`src/rtl/alu_mc_if.sv`:
```
// alu_mc_if: request/response bundle for the multi-cycle ALU.
//   master: drives in_valid, dataA, dataB, Signal, out_ready
//   slave : drives in_ready, out_valid, dataOut, overflow, illegal
interface alu_mc_if #(
    parameter int WIDTH = 32
);
    logic             in_valid;
    logic             in_ready;
    logic [WIDTH-1:0] dataA;
    logic [WIDTH-1:0] dataB;
    logic [5:0]       Signal;
    logic             out_valid;
    logic             out_ready;
    logic [WIDTH-1:0] dataOut;
    logic             overflow;
    logic             illegal;

    modport master (
        output in_valid, dataA, dataB, Signal, out_ready,
        input  in_ready, out_valid, dataOut, overflow, illegal
    );

    modport slave (
        input  in_valid, dataA, dataB, Signal, out_ready,
        output in_ready, out_valid, dataOut, overflow, illegal
    );
endinterface

```
`src/rtl/alu_mc.sv`:
```
// alu_mc: multi-cycle ALU driven by MIPS R-type funct codes.
//   clk   : rising-edge clock
//   reset : synchronous active-low reset
//   bus   : alu_mc_if slave (request handshake, operands, funct code,
//           registered result with overflow/illegal flags)
// Single-cycle ops complete on the accept edge. MULTU runs a shift-add
// multiplier over WIDTH cycles plus one completion cycle, writing HI/LO.
//
// state | meaning
// IDLE  | ready to accept a request (in_ready=1)
// MUL   | iterating shift-add multiply, one step per cycle
// DONE  | result held on dataOut until out_ready
module alu_mc #(
    parameter  int WIDTH = 32,
    localparam int CNT_W = $clog2(WIDTH + 1)
) (
    input logic   clk,
    input logic   reset,
    alu_mc_if.slave bus
);
    localparam logic [5:0] F_AND   = 6'd36;
    localparam logic [5:0] F_OR    = 6'd37;
    localparam logic [5:0] F_ADD   = 6'd32;
    localparam logic [5:0] F_SUB   = 6'd34;
    localparam logic [5:0] F_SLT   = 6'd42;
    localparam logic [5:0] F_MULTU = 6'd25;
    localparam logic [5:0] F_MFHI  = 6'd16;
    localparam logic [5:0] F_MFLO  = 6'd18;

    typedef enum logic [1:0] {IDLE, MUL, DONE} state_t;

    state_t             state;
    logic [WIDTH-1:0]   hi, lo;
    logic [WIDTH-1:0]   mcand;
    logic [2*WIDTH-1:0] prod;
    logic [CNT_W-1:0]   cnt;
    logic [WIDTH-1:0]   dout;
    logic               ovf, ill, vld;

    logic [WIDTH-1:0]   alu_res;
    logic               alu_ovf, alu_ill;
    logic [WIDTH-1:0]   sum_ab, dif_ab;
    logic [WIDTH:0]     step_sum;
    logic [2*WIDTH-1:0] prod_next;

    assign bus.in_ready  = (state == IDLE);
    assign bus.out_valid = vld;
    assign bus.dataOut   = dout;
    assign bus.overflow  = ovf;
    assign bus.illegal   = ill;

    assign sum_ab = bus.dataA + bus.dataB;
    assign dif_ab = bus.dataA - bus.dataB;

    always_comb begin
        alu_res = '0;
        alu_ovf = 1'b0;
        alu_ill = 1'b0;
        case (bus.Signal)
            F_AND: alu_res = bus.dataA & bus.dataB;
            F_OR:  alu_res = bus.dataA | bus.dataB;
            F_ADD: begin
                alu_res = sum_ab;
                alu_ovf = (bus.dataA[WIDTH-1] == bus.dataB[WIDTH-1]) &&
                          (sum_ab[WIDTH-1] != bus.dataA[WIDTH-1]);
            end
            F_SUB: begin
                alu_res = dif_ab;
                alu_ovf = (bus.dataA[WIDTH-1] != bus.dataB[WIDTH-1]) &&
                          (dif_ab[WIDTH-1] != bus.dataA[WIDTH-1]);
            end
            // Direct signed compare: immune to A-B wraparound.
            F_SLT:  alu_res = {{(WIDTH-1){1'b0}}, ($signed(bus.dataA) < $signed(bus.dataB))};
            F_MFHI: alu_res = hi;
            F_MFLO: alu_res = lo;
            default: alu_ill = 1'b1;
        endcase
    end

    // Upper half accumulates, lower half holds the remaining multiplier
    // bits; the carry of the add is shifted into the top bit.
    always_comb begin
        step_sum  = {1'b0, prod[2*WIDTH-1:WIDTH]} + (prod[0] ? {1'b0, mcand} : '0);
        prod_next = {step_sum, prod[WIDTH-1:1]};
    end

    always_ff @(posedge clk) begin
        if (!reset) begin
            state <= IDLE;
            hi    <= '0;
            lo    <= '0;
            mcand <= '0;
            prod  <= '0;
            cnt   <= '0;
            dout  <= '0;
            ovf   <= 1'b0;
            ill   <= 1'b0;
            vld   <= 1'b0;
        end else begin
            case (state)
                IDLE: begin
                    if (bus.in_valid) begin
                        if (bus.Signal == F_MULTU) begin
                            mcand <= bus.dataA;
                            prod  <= {{WIDTH{1'b0}}, bus.dataB};
                            cnt   <= '0;
                            state <= MUL;
                        end else begin
                            dout  <= alu_res;
                            ovf   <= alu_ovf;
                            ill   <= alu_ill;
                            vld   <= 1'b1;
                            state <= DONE;
                        end
                    end
                end
                MUL: begin
                    if (cnt == CNT_W'(WIDTH)) begin
                        hi    <= prod[2*WIDTH-1:WIDTH];
                        lo    <= prod[WIDTH-1:0];
                        dout  <= prod[WIDTH-1:0];
                        ovf   <= 1'b0;
                        ill   <= 1'b0;
                        vld   <= 1'b1;
                        state <= DONE;
                    end else begin
                        prod <= prod_next;
                        cnt  <= cnt + CNT_W'(1);
                    end
                end
                DONE: begin
                    if (bus.out_ready) begin
                        vld   <= 1'b0;
                        state <= IDLE;
                    end
                end
                default: state <= IDLE;
            endcase
        end
    end
endmodule

```
`src/flat_wrapper.sv`:
```
// flat-port wrapper written by rule: the top's interface ports become plain ports
module alu_mc_flat 
#(
    parameter  int WIDTH = 32,
    localparam int CNT_W = $clog2(WIDTH + 1)
)
  (clk, reset, bus_in_valid, bus_dataA, bus_dataB, bus_Signal, bus_out_ready, bus_in_ready, bus_out_valid, bus_dataOut, bus_overflow, bus_illegal);
  alu_mc_if #(.WIDTH(WIDTH)) bus_i ();
  input logic clk;
  input logic reset;
  input wire logic [$bits(bus_i.in_valid)-1:0] bus_in_valid;
  input wire logic [$bits(bus_i.dataA)-1:0] bus_dataA;
  input wire logic [$bits(bus_i.dataB)-1:0] bus_dataB;
  input wire logic [$bits(bus_i.Signal)-1:0] bus_Signal;
  input wire logic [$bits(bus_i.out_ready)-1:0] bus_out_ready;
  output wire logic [$bits(bus_i.in_ready)-1:0] bus_in_ready;
  output wire logic [$bits(bus_i.out_valid)-1:0] bus_out_valid;
  output wire logic [$bits(bus_i.dataOut)-1:0] bus_dataOut;
  output wire logic [$bits(bus_i.overflow)-1:0] bus_overflow;
  output wire logic [$bits(bus_i.illegal)-1:0] bus_illegal;
  assign bus_i.in_valid = bus_in_valid;
  assign bus_i.dataA = bus_dataA;
  assign bus_i.dataB = bus_dataB;
  assign bus_i.Signal = bus_Signal;
  assign bus_i.out_ready = bus_out_ready;
  assign bus_in_ready = bus_i.in_ready;
  assign bus_out_valid = bus_i.out_valid;
  assign bus_dataOut = bus_i.dataOut;
  assign bus_overflow = bus_i.overflow;
  assign bus_illegal = bus_i.illegal;
  alu_mc #(.WIDTH(WIDTH)) u_core (.clk(clk), .reset(reset), .bus(bus_i));
endmodule
```
`config.mk`:
```
export PLATFORM = sky130hd
export DESIGN_NAME = alu_mc_flat
export DESIGN_NICKNAME = d
export VERILOG_FILES = /design/src/rtl/alu_mc_if.sv /design/src/rtl/alu_mc.sv /design/src/flat_wrapper.sv
export SDC_FILE = /design/constraint.sdc
export NUM_CORES = 1
export LEC_CHECK = 0
export CORE_ASPECT_RATIO = 1.2
export CORE_UTILIZATION = 45
export DETAILED_ROUTE_END_ITERATION = 7
export PLACE_DENSITY_LB_ADDON = 0.1
export SYNTH_ARGS = -nofsm -noshare
export SYNTH_HDL_FRONTEND = slang
export SYNTH_SLANG_ARGS = --single-unit
```
`constraint.sdc`:
```
create_clock -name clk -period 2.9 [get_ports clk]
set_input_delay 0.58 -clock clk [delete_from_list [all_inputs] [get_ports clk]]
set_output_delay 0.58 -clock clk [all_outputs]
set_load 0.05 [all_outputs]
```
==> results.cfg <==
[pwr]
peakVddDrop_mv = 0.571
p_total_mw = 8.50
cellPowerDensity_nw_per_um2 = 394
leakage_nw = 9.00

[timing]
finalHoldViolations = 0
tightest_slew_ns = 0.670
tns_ns = -0.0519
relSlewSlack = 0.550
post-route-min-period_ns = 2.94
setup_ws_ns = -0.0417
fin_crit_sh = 1.01
slew_viol_final = 0
rsz0062_at_grt = yes
fmax_mhz = 340
skew_ns = 0.0176
setup_viol = 2

[detailed_routing]
top_layer_used = met4
route.met3.wl_microns = 4320
drc = 0
vias = 16576
antenna_left = 0
wl_per_cell_microns = 20.7
routed_via_density = 5.75
met2_length_microns = 27000
wl_met1_microns = 26600
routed_wl_microns = 59700
firstDrtPassIters = 7
drtIter0Drc = 1523

[grt]
grt_util_all_layers = 0.353
grt_antenna_before_repair = 0
grt_pass1_wl_microns = 91000
first_global_vias = 15869
grt_max_degree = 98
gr-total-overflow = 0

[synthesis]
synth_xor_area_frac = 0.0329
seq_area_frac_synth = 0.277
synth_simple_gate_area_frac = 0.205
ys_warn_count = 0
synth_compound_area_frac = 0.254
synth-edff-count = 0
synthMuxAreaShare = 0.0422
ys.flop_type = dfxtp_1
syn_nets = 2204
synth_seq_cells = 203
synth_cell_types = 74
syn_area_sq_um = 14700
synthCells = 1991
synth_top_family_by_area = compound AO/OA/AOI/OAI gates
syn_avg_cell_area_sq_um = 7.36
async_flop_share = 0
synth_fa_ha_area_frac = 0.120

[clock_network]
root_buffer = clkbuf_16
htree_levels = 1
clockBufferDepth = 3
tritoncts = done
cts.sinks = 203
numCtsBuffers = 24
insertion_delay_ns = 0.54
clk_pin_slew_ns = 0.06
cts_hold_buffers = 0

[finish]
multi_input_area_sq_um = 10900
layout_commonest_cell = buf_4
mostFrequentLayoutCells = buf_4 (420), nand2_1 (355), a21oi_1 (202), dfxtp_1 (202), nor2_1 (128)
antennaDiodeCount = 0
area_growth_pct = 47.1
nets = 2670
drive_gt1_frac = 0.312
regArea_sq_um = 4070
filler_cell_count = 2814

[worst_setup_path]
crit_family = compound AO/OA/AOI/OAI gates
critPathKind = flop to flop
critical_path_arrival_ns = 3.37
cp_max_fo = 3
reg2regPathDepth = 13
start_kind = flop
cp_slowest_cell = dfxtp_4
worstPathRequired_ns = 3.33
cp_num_buf_inv = 0
end_kind = flop
path_cells = and2_4 > ha_4 > fa_2 > a211oi_2 > o21bai_2 > o22a_2 > a21oi_4 > nor3_2 > nand3b_1 > a221oi_2 > nand2b_1 > xnor2_1 > o21ai_1
cp.depth = 13
slowest_delay_ns = 0.36

[worst_hold_path]
hold_depth = 3
hp-class = primary input to flop

[die]
core_area_sq_um = 32200
num_io_pins = 110
initial_core_util = 0.456
dieArea_sq_um = 33300
die_h_microns = 200
row_count = 72
die-width_microns = 167

[job]
maxCapViolations = 0

[place]
dp_hpwl_microns = 44800
io_buffers = 109
place.gp.congestion = 1.03

[run_status]
violations = setup timing
status = finished, violations left
[sequential cells by signal, summed over array words and instances (netlist names)]
register,flops
u_core.prod,64
u_core.bus.dataOut,32
u_core.hi,32
u_core.lo,32
u_core.mcand,32
u_core.cnt,6
u_core.state,2
u_core.bus.illegal,1
u_core.bus.out_valid,1
u_core.bus.overflow,1
[through the flow]
stage	cell area [sq um]	worst slack [ns]	util	std cells	hold slack, ns
4_1_cts	21000	-0.0778	0.653	2864	0.405
2_1_floorplan	15000	-0.129	-	1991	0.432
3_5_place_dp	19300	-1.10	0.600	2794	0.446
6_report	21600	-0.0417	0.670	2881	0.405
5_1_grt	21600	-0.208	0.670	2881	0.397
3_3_place_gp	19300	-1.07	0.600	2794	0.439
[worst reg2reg max path: cells and delay by family, from the launching register on]
kind	cells	cell delay, ns
AOI/OAI and AO/OA	6	1.22
and+or+nand+nor	4	0.58
adders and majority gates	2	0.51
DFF	1	0.36
xor gates and xnor gates	1	0.16
[final timing paths]
kind / start / endpoint / slack [ns]
setup / recovery: u_core.prod[0] / u_core.prod[59] / -0.04
setup reg to reg: u_core.prod[0] / u_core.prod[59] / -0.04
hold reg to reg: u_core.mcand[7] / u_core.mcand[7] / 0.45
hold / removal: bus_dataA[8] / u_core.mcand[8] / 0.40
[cell usage after synthesis, types with 8 or more instances]
cell type	instances	share of area
o21ai_0	93	0.032
mux2i_1	55	0.038
ha_1	136	0.12
o211ai_1	11	0.0056
or4_1	8	0.0041
a221oi_1	9	0.0054
and2_1	36	0.015
nor3_1	29	0.0099
a311oi_1	35	0.021
xor2_1	16	0.0096
nor2b_1	14	0.0060
nand3_1	33	0.011
xnor2_1	39	0.023
a21oi_1	231	0.079
inv_1	132	0.034
nand2b_1	15	0.0064
a211oi_1	19	0.0097
a22oi_1	16	0.0082
dfxtp_1	203	0.28
or3_1	8	0.0034
o21bai_1	18	0.0092
o21ai_1	15	0.0051
nand4_1	10	0.0043
o221ai_1	9	0.0054
o22ai_1	21	0.0090
and3_1	8	0.0034
a21o_1	20	0.010
clkbuf_1	104	0.027
nand2_1	355	0.091
a31oi_1	26	0.011
nor4_1	8	0.0034
nor2_1	132	0.034
buf_1	11	0.0028
o31ai_1	14	0.0072
[logic make-up (layout without fill, tap and decap cells)]
family	after synthesis	count (layout)
AOI/OAI and AO/OA	592	592
xor gates and xnor gates	55	55
adders and majority gates	139	139
buffers and inverters	261	744
DFF	203	203
muxes	61	61
and+or+nand+nor	680	680
[what timing repair did]
action                                  4_1_cts  5_1_grt
setup buffers                                27       19
gates resized for setup                     245      150
endpoints found under the setup margin       38       36
pin swaps                                    78       88
[area by class of cell]
type                    instances  share of cell area
well taps                     407              0.0236
flip-flops and latches        203               0.189
repair buffers                563               0.216
inverters                     138              0.0265
multi-input cells            1527               0.505
clock buffers                  30              0.0304
clock inverters                13              0.0104
[power breakdown]
group / switching [mW] / total, mW / internal [mW] / leakage, nW
Clock: 1.30 / 3.43 / 2.13 / 0.425
Combinational: 1.19 / 2.21 / 1.02 / 6.94
Sequential: 0.0344 / 2.86 / 2.82 / 1.64
Total: 2.52 / 8.50 / 5.98 / 9.00
[metal layers]
metal  up-vias  track usage
met3       123       0.0459
met4         0        0.110
met5         -            0
met2       602        0.579
li1       7904            -
met1      7947        0.480
Power figures use the tool's default switching activity.
